<file path="config.mk">
export PLATFORM = sky130hd
export DESIGN_NAME = wb_cmd_master_flat
export DESIGN_NICKNAME = d
export VERILOG_FILES = /design/src/rtl/wb_cmd_pkg.sv /design/src/rtl/wb_cmd_master_if.sv /design/src/rtl/wb_cmd_master.sv /design/src/flat_wrapper.sv
export SDC_FILE = /design/constraint.sdc
export NUM_CORES = 1
export LEC_CHECK = 0
export BUFFER_PORTS_ARGS = -buffer_cell sky130_fd_sc_hd__buf_2
export CAP_MARGIN = 20
export CORE_UTILIZATION = 49
export CTS_BUF_LIST = sky130_fd_sc_hd__clkbuf_16
export DETAILED_ROUTE_END_ITERATION = 8
export PLACE_DENSITY = 0.92
export SYNTH_ARGS = -nofsm -noshare
export SYNTH_HDL_FRONTEND = slang
export SYNTH_SLANG_ARGS = --single-unit
</file>
<file path="constraint.sdc">
create_clock -name clk_i -period 4.5 [get_ports clk_i]
set_input_delay 0.45 -clock clk_i [delete_from_list [all_inputs] [get_ports clk_i]]
set_output_delay 0.45 -clock clk_i [all_outputs]
set_load 0.02 [all_outputs]
</file>
<file path="src/rtl/wb_cmd_pkg.sv">
// Shared types and constants for the wb_cmd_master Wishbone initiator:
// response status encoding, FSM state encoding and data-path width.
package wb_cmd_pkg;

  localparam int DW = 32;

  typedef enum logic [1:0] {
    WB_ST_OK      = 2'b00,
    WB_ST_ERR     = 2'b01,
    WB_ST_RTY     = 2'b10,
    WB_ST_TIMEOUT = 2'b11
  } status_t;

  typedef enum logic [1:0] {
    ST_IDLE = 2'd0,
    ST_REQ  = 2'd1,
    ST_WAIT = 2'd2,
    ST_RSP  = 2'd3
  } state_t;

  // Watchdog counter width: enough bits for the limit, kept within 8..16.
  function automatic int tmo_cnt_width(input int unsigned limit);
    int w;
    w = $clog2(limit + 1);
    if (w < 8)  return 8;
    if (w > 16) return 16;
    return w;
  endfunction

endpackage

</file>
<file path="src/rtl/wb_cmd_master_if.sv">
// Bundle of the command stream, response stream and Wishbone bus of wb_cmd_master.
// 'master' is the initiator's view; 'slave' is the view of whatever surrounds it.
interface wb_cmd_master_if #(
  parameter int AW = 4
);
  import wb_cmd_pkg::*;

  logic          cmd_valid_i;
  logic          cmd_ready_o;
  logic          cmd_we_i;
  logic [AW-3:0] cmd_adr_i;
  logic [3:0]    cmd_sel_i;
  logic [DW-1:0] cmd_dat_i;

  logic          rsp_valid_o;
  logic          rsp_ready_i;
  logic [DW-1:0] rsp_dat_o;
  logic [1:0]    rsp_status_o;

  logic          wb_cyc_o;
  logic          wb_stb_o;
  logic          wb_we_o;
  logic [AW-3:0] wb_adr_o;
  logic [3:0]    wb_sel_o;
  logic [DW-1:0] wb_dat_o;
  logic [DW-1:0] wb_dat_i;
  logic          wb_ack_i;
  logic          wb_err_i;
  logic          wb_rty_i;
  logic          wb_stall_i;

  modport master (
    input  cmd_valid_i, cmd_we_i, cmd_adr_i, cmd_sel_i, cmd_dat_i,
    output cmd_ready_o,
    output rsp_valid_o, rsp_dat_o, rsp_status_o,
    input  rsp_ready_i,
    output wb_cyc_o, wb_stb_o, wb_we_o, wb_adr_o, wb_sel_o, wb_dat_o,
    input  wb_dat_i, wb_ack_i, wb_err_i, wb_rty_i, wb_stall_i
  );

  modport slave (
    output cmd_valid_i, cmd_we_i, cmd_adr_i, cmd_sel_i, cmd_dat_i,
    input  cmd_ready_o,
    input  rsp_valid_o, rsp_dat_o, rsp_status_o,
    output rsp_ready_i,
    input  wb_cyc_o, wb_stb_o, wb_we_o, wb_adr_o, wb_sel_o, wb_dat_o,
    output wb_dat_i, wb_ack_i, wb_err_i, wb_rty_i, wb_stall_i
  );

endinterface

</file>
<file path="src/rtl/wb_cmd_master.sv">
// Single-outstanding Wishbone pipelined initiator: one command in, one bus cycle, one response out.
// Optional watchdog enabled by defining WB_CMD_MASTER_TIMEOUT_EN.
module wb_cmd_master
  import wb_cmd_pkg::*;
#(
  parameter int AW             = 4,
  parameter int TIMEOUT_CYCLES = 255
) (
  input logic             clk_i,
  input logic             rst_n_i,
  wb_cmd_master_if.master bus
);

  state_t        r_state, w_next;
  logic          r_cmd_ready, r_cyc, r_stb, r_we, r_rsp_valid;
  logic [AW-3:0] r_adr;
  logic [3:0]    r_sel;
  logic [DW-1:0] r_dat, r_rsp_dat, w_rsp_dat;
  status_t       r_rsp_status, w_status;
  logic          w_busy, w_term, w_tmo, w_cmd_hs, w_rsp_hs;

  // Terminations only count while a cycle is open; stray ones in IDLE/RSP are ignored.
  assign w_busy   = (r_state == ST_REQ) || (r_state == ST_WAIT);
  assign w_term   = w_busy & (bus.wb_ack_i | bus.wb_err_i | bus.wb_rty_i);
  assign w_cmd_hs = (r_state == ST_IDLE) & bus.cmd_valid_i & r_cmd_ready;
  assign w_rsp_hs = r_rsp_valid & bus.rsp_ready_i;

`ifdef WB_CMD_MASTER_TIMEOUT_EN
  localparam int CW = tmo_cnt_width(TIMEOUT_CYCLES);
  logic [CW-1:0] r_tmo_cnt;

  always_ff @(posedge clk_i) begin
    if (!rst_n_i)      r_tmo_cnt <= '0;
    else if (w_cmd_hs) r_tmo_cnt <= '0;
    else if (w_busy)   r_tmo_cnt <= r_tmo_cnt + CW'(1);
  end

  // Counter holds the number of completed cycles in REQ/WAIT, so this is the last allowed one.
  assign w_tmo = w_busy & (r_tmo_cnt == CW'(TIMEOUT_CYCLES - 1));
`else
  assign w_tmo = 1'b0;
`endif

  // NOTE: every always_comb output gets a default first, so no path can infer a latch.
  always_comb begin
    w_next = r_state;
    case (r_state)
      ST_IDLE: if (w_cmd_hs) w_next = ST_REQ;
      ST_REQ: begin
        if (w_term || w_tmo)      w_next = ST_RSP;
        else if (!bus.wb_stall_i) w_next = ST_WAIT;
      end
      ST_WAIT: if (w_term || w_tmo) w_next = ST_RSP;
      ST_RSP:  if (w_rsp_hs) w_next = ST_IDLE;
      default: w_next = ST_IDLE;
    endcase
  end

  always_comb begin
    w_status = WB_ST_OK;
    if (bus.wb_err_i)      w_status = WB_ST_ERR;
    else if (bus.wb_rty_i) w_status = WB_ST_RTY;
    else if (bus.wb_ack_i) w_status = WB_ST_OK;
    else if (w_tmo)        w_status = WB_ST_TIMEOUT;
    w_rsp_dat = '0;
    if (!r_we && bus.wb_ack_i && !bus.wb_err_i && !bus.wb_rty_i) w_rsp_dat = bus.wb_dat_i;
  end

  // NOTE: sequential state uses non-blocking assignments so every register samples pre-edge values.
  always_ff @(posedge clk_i) begin
    if (!rst_n_i) r_state <= ST_IDLE;
    else          r_state <= w_next;
  end

  always_ff @(posedge clk_i) begin
    if (!rst_n_i) begin
      r_cmd_ready  <= 1'b0;
      r_cyc        <= 1'b0;
      r_stb        <= 1'b0;
      r_we         <= 1'b0;
      r_adr        <= '0;
      r_sel        <= '0;
      r_dat        <= '0;
      r_rsp_valid  <= 1'b0;
      r_rsp_dat    <= '0;
      r_rsp_status <= WB_ST_OK;
    end else begin
      r_cmd_ready <= (w_next == ST_IDLE);
      r_cyc       <= (w_next == ST_REQ) || (w_next == ST_WAIT);
      r_stb       <= (w_next == ST_REQ);
      r_rsp_valid <= (w_next == ST_RSP);
      if (w_cmd_hs) begin
        r_we  <= bus.cmd_we_i;
        r_adr <= bus.cmd_adr_i;
        r_sel <= bus.cmd_sel_i;
        r_dat <= bus.cmd_dat_i;
      end
      if (w_busy && (w_next == ST_RSP)) begin
        r_rsp_status <= w_status;
        r_rsp_dat    <= w_rsp_dat;
      end
    end
  end

  assign bus.cmd_ready_o  = r_cmd_ready;
  assign bus.wb_cyc_o     = r_cyc;
  assign bus.wb_stb_o     = r_stb;
  assign bus.wb_we_o      = r_we;
  assign bus.wb_adr_o     = r_adr;
  assign bus.wb_sel_o     = r_sel;
  assign bus.wb_dat_o     = r_dat;
  assign bus.rsp_valid_o  = r_rsp_valid;
  assign bus.rsp_dat_o    = r_rsp_dat;
  assign bus.rsp_status_o = r_rsp_status;

endmodule

</file>
<file path="src/flat_wrapper.sv">
// flat-port wrapper written by rule: the top's interface ports become plain ports
module wb_cmd_master_flat import wb_cmd_pkg::*;
#(
  parameter int AW             = 4,
  parameter int TIMEOUT_CYCLES = 255
)
  (clk_i, rst_n_i, bus_cmd_valid_i, bus_cmd_we_i, bus_cmd_adr_i, bus_cmd_sel_i, bus_cmd_dat_i, bus_cmd_ready_o, bus_rsp_valid_o, bus_rsp_dat_o, bus_rsp_status_o, bus_rsp_ready_i, bus_wb_cyc_o, bus_wb_stb_o, bus_wb_we_o, bus_wb_adr_o, bus_wb_sel_o, bus_wb_dat_o, bus_wb_dat_i, bus_wb_ack_i, bus_wb_err_i, bus_wb_rty_i, bus_wb_stall_i);
  wb_cmd_master_if #(.AW(AW)) bus_i ();
  input logic clk_i;
  input logic rst_n_i;
  input wire logic [$bits(bus_i.cmd_valid_i)-1:0] bus_cmd_valid_i;
  input wire logic [$bits(bus_i.cmd_we_i)-1:0] bus_cmd_we_i;
  input wire logic [$bits(bus_i.cmd_adr_i)-1:0] bus_cmd_adr_i;
  input wire logic [$bits(bus_i.cmd_sel_i)-1:0] bus_cmd_sel_i;
  input wire logic [$bits(bus_i.cmd_dat_i)-1:0] bus_cmd_dat_i;
  output wire logic [$bits(bus_i.cmd_ready_o)-1:0] bus_cmd_ready_o;
  output wire logic [$bits(bus_i.rsp_valid_o)-1:0] bus_rsp_valid_o;
  output wire logic [$bits(bus_i.rsp_dat_o)-1:0] bus_rsp_dat_o;
  output wire logic [$bits(bus_i.rsp_status_o)-1:0] bus_rsp_status_o;
  input wire logic [$bits(bus_i.rsp_ready_i)-1:0] bus_rsp_ready_i;
  output wire logic [$bits(bus_i.wb_cyc_o)-1:0] bus_wb_cyc_o;
  output wire logic [$bits(bus_i.wb_stb_o)-1:0] bus_wb_stb_o;
  output wire logic [$bits(bus_i.wb_we_o)-1:0] bus_wb_we_o;
  output wire logic [$bits(bus_i.wb_adr_o)-1:0] bus_wb_adr_o;
  output wire logic [$bits(bus_i.wb_sel_o)-1:0] bus_wb_sel_o;
  output wire logic [$bits(bus_i.wb_dat_o)-1:0] bus_wb_dat_o;
  input wire logic [$bits(bus_i.wb_dat_i)-1:0] bus_wb_dat_i;
  input wire logic [$bits(bus_i.wb_ack_i)-1:0] bus_wb_ack_i;
  input wire logic [$bits(bus_i.wb_err_i)-1:0] bus_wb_err_i;
  input wire logic [$bits(bus_i.wb_rty_i)-1:0] bus_wb_rty_i;
  input wire logic [$bits(bus_i.wb_stall_i)-1:0] bus_wb_stall_i;
  assign bus_i.cmd_valid_i = bus_cmd_valid_i;
  assign bus_i.cmd_we_i = bus_cmd_we_i;
  assign bus_i.cmd_adr_i = bus_cmd_adr_i;
  assign bus_i.cmd_sel_i = bus_cmd_sel_i;
  assign bus_i.cmd_dat_i = bus_cmd_dat_i;
  assign bus_cmd_ready_o = bus_i.cmd_ready_o;
  assign bus_rsp_valid_o = bus_i.rsp_valid_o;
  assign bus_rsp_dat_o = bus_i.rsp_dat_o;
  assign bus_rsp_status_o = bus_i.rsp_status_o;
  assign bus_i.rsp_ready_i = bus_rsp_ready_i;
  assign bus_wb_cyc_o = bus_i.wb_cyc_o;
  assign bus_wb_stb_o = bus_i.wb_stb_o;
  assign bus_wb_we_o = bus_i.wb_we_o;
  assign bus_wb_adr_o = bus_i.wb_adr_o;
  assign bus_wb_sel_o = bus_i.wb_sel_o;
  assign bus_wb_dat_o = bus_i.wb_dat_o;
  assign bus_i.wb_dat_i = bus_wb_dat_i;
  assign bus_i.wb_ack_i = bus_wb_ack_i;
  assign bus_i.wb_err_i = bus_wb_err_i;
  assign bus_i.wb_rty_i = bus_wb_rty_i;
  assign bus_i.wb_stall_i = bus_wb_stall_i;
  wb_cmd_master #(.AW(AW), .TIMEOUT_CYCLES(TIMEOUT_CYCLES)) u_core (.clk_i(clk_i), .rst_n_i(rst_n_i), .bus(bus_i));
endmodule
</file>
==> flow_summary.json <==
{
  "ys_warn_count": 0,
  "r2r-start": "u_core.r_state[1]",
  "yosys.area.top_type": "dfxtp_1",
  "seqPwrFrac_pct": 44.5,
  "syn_area_per_cell_um2": 8.857,
  "holdBufCountCts": 0,
  "crit_cells": 6,
  "first_pass_iters": 4,
  "crit_required_ns": 4.73,
  "synth_nets": 440,
  "pwr-share-clk_pct": 44.9,
  "rsz0062_at_grt": "no",
  "hpwl_mm": 5.264,
  "gp_congestion": 0.7879,
  "antenna_cells": 0,
  "drcViolationCount": 0,
  "finalHoldViolCount": 0,
  "hold_class": "input pin to flop",
  "viasPerCell": 4.775,
  "maxSlewViolCount": 0,
  "switching_share_pct": 23.12,
  "cp-startpoint": "u_core.r_state[1]",
  "max_stage_delay_ns": 0.93,
  "ys_ff_latch": 79,
  "endpoint_kind": "flop",
  "startpoint_type": "flop",
  "setup_viol": 0,
  "r2r_cells": 6,
  "synth_area_mm2": 0.003153,
  "comb_power_share_pct": 10.6,
  "antenna_found_initial": 0,
  "switchingPower_uw": 383.7,
  "overflow": 0,
  "max_cap_violations": 0,
  "yosysSeqAreaShare_pct": 50.16,
  "min_period_ns": 2.657,
  "cts_sinks": 79,
  "drt_iter0_drc": 127,
  "final_cell_mix": "155 x buf_2, 147 x nand2_1, 79 x dfxtp_1, 34 x mux2i_1, 32 x a21boi_0",
  "synth_top_area_share_pct": 50.16,
  "vdd_ir_drop_max_v": 0.0002885,
  "fin_nets": 583,
  "cp.arrival_ns": 2.89,
  "cts-resized-gates": 0,
  "cts_buffers": 9,
  "die_h_um": 82.22,
  "route.met2.wl_mm": 3.819,
  "leakage_nw": 1.890,
  "clkLatencyLatePin_ns": 0.32,
  "synth_area_leaders": "dfxtp_1 50%, nand2_1 18%, mux2i_1 11%",
  "finalCritPeriodShare_pct": 59.05,
  "routed.top_layer": "met4",
  "grt_max_degree": 81,
  "fin_util_pct": 69.24,
  "antenna_left": 0,
  "outcome": "finished clean",
  "crit_path_top_delay_cell": "and3_2",
  "port_buffers": 155,
  "die-area_mm2": 0.006759,
  "critPathTopFamily": "simple AND/OR/NAND/NOR gates",
  "r2r_slack_ns": 1.84,
  "setup_tns_ns": 0,
  "wl_met3_um": 308,
  "reg2reg_to": "u_core.bus.rsp_dat_o[17]",
  "io_pins": 156,
  "clk_pin_slew_ns": 0.06,
  "cts-root-buf": "clkbuf_16",
  "postSynthCellCount": 356,
  "final_common_cell": "buf_2",
  "slew_headroom_pct": 29.65,
  "critPathKind": "flop to flop",
  "rows": 28,
  "powerDensity_mw_per_mm2": 395.5,
  "vias": 2765,
  "path_buf_inv": 1,
  "p_int_mw": 1.276,
  "crit_path_end": "u_core.bus.rsp_dat_o[17]",
  "cts_setup_buffers": 0,
  "core_area_mm2": 0.006061,
  "max_freq_ghz": 0.3763,
  "worst_pin_slew_ns": 1.054,
  "cts_max_level": 3,
  "drive_above_1_share_pct": 34.92,
  "grt_pass1_vias": 2622,
  "start_util_pct": 52.02,
  "wl_per_cell_um": 12.60,
  "wl_mm": 7.296,
  "syn2layout_area_growth_pct": 33.10,
  "fillers": 530,
  "drt-met1-wl_mm": 3.066,
  "fin_skew_ns": 0.006153,
  "path_cells": "inv_1, ha_1, o31ai_2, o311ai_1, and3_2, mux2i_1",
  "cts_tree": "built",
  "clk_path_buf_depth": 2,
  "p_total_mw": 1.660,
  "die_w_um": 82.22,
  "grt_use_total_pct": 21.57,
  "worstPathMaxFanout": 34,
  "synth.distinct_cells": 25,
  "grt_pass1_wl_mm": 11.16
}
[layer usage]
layer,vias to the layer above,global-route usage (%)
met4,0,10.70
met2,80,40.66
li1,1431,-
met3,8,4.286
met5,-,0
met1,1246,22.53
[Yosys cell counts]
library cell	number
buf_6	1
o221ai_2	1
a21oi_1	1
and3_1	1
dfxtp_1	79
mux2i_1	34
a31o_1	1
o21ai_1	1
o311ai_1	1
buf_2	4
and3_2	1
and2_1	3
o31ai_2	1
and4b_1	1
a21boi_0	32
nor2_1	4
ha_1	5
inv_1	6
nand3b_1	1
nand2_1	147
nand3_1	2
clkbuf_1	17
a21boi_1	8
buf_12	3
a211o_1	1
[power by group through the flow]
stage	Combinational, mW	Clock [mW]	Sequential, mW
final	0.176	0.746	0.738
after detailed placement	0.177	0	0.754
after CTS	0.177	0.761	0.739
after floorplan	0.0728	0	0.783
after global placement	0.173	0	0.752
after global routing	0.194	0.790	0.741
[flip-flops by register name, summed over array words and instances (netlist names)]
| signal | cells |
|---|---|
| u_core.bus.rsp_dat_o | 32 |
| u_core.bus.rsp_valid_o | 1 |
| u_core.bus.rsp_status_o | 2 |
| u_core.bus.wb_adr_o | 2 |
| u_core.bus.wb_stb_o | 1 |
| u_core.r_state | 2 |
| u_core.bus.wb_we_o | 1 |
| u_core.bus.wb_sel_o | 4 |
| u_core.bus.cmd_ready_o | 1 |
| u_core.bus.wb_cyc_o | 1 |
| u_core.bus.wb_dat_o | 32 |
[kinds of logic (layout without fill, tap and decap cells)]
kind of cell / Yosys count / in the layout / synth area share [%]
compound gates: 47 / 47 / 11.55
fa+ha+maj: 5 / 5 / 1.984
buf+inv: 31 / 179 / 5.635
flops: 79 / 79 / 50.16
mux: 34 / 34 / 10.79
simple gates: 160 / 160 / 19.88
[stage by stage]
step | area (um2) | hold WS [ns] | std cells | worst slack (ns)
floorplan | 3153 | 0.5315 | 356 | 2.602
global placement | 3884 | 0.4369 | 563 | 1.965
detailed placement | 3884 | 0.4468 | 563 | 1.854
CTS | 4197 | 0.3666 | 579 | 1.838
global route | 4197 | 0.3707 | 579 | 1.712
finish | 4197 | 0.3688 | 579 | 1.843
[area by class of cell]
cell class / instances / area, um2 / area share, %
Clock inverter: 7 / 87.58 / 2.087
Inverter: 6 / 22.52 / 0.5367
Sequential cell: 79 / 1582 / 37.69
Timing Repair Buffer: 157 / 790.8 / 18.84
Multi-Input combinational cell: 246 / 1395 / 33.24
Tap cell: 75 / 93.84 / 2.236
Clock buffer: 9 / 225.2 / 5.367
[how the worst min path moves through the flow]
stage | start | end | cells after the start
floorplan | u_core.bus.rsp_dat_o[0] | u_core.bus.rsp_dat_o[0] | 2
global placement | u_core.bus.wb_dat_o[28] | u_core.bus.wb_dat_o[28] | 2
detailed placement | u_core.bus.rsp_dat_o[1] | u_core.bus.rsp_dat_o[1] | 2
CTS | bus_wb_dat_i[20] | u_core.bus.rsp_dat_o[20] | 3
global route | bus_wb_dat_i[25] | u_core.bus.rsp_dat_o[25] | 3
finish | bus_wb_dat_i[20] | u_core.bus.rsp_dat_o[20] | 3
[worst min-delay path, cell delays in order]
cell and delay, ns:
buf_2 0.09, nand2_1 0.04, mux2i_1 0.05
No activity file was read; power rests on OpenSTA's default activity.
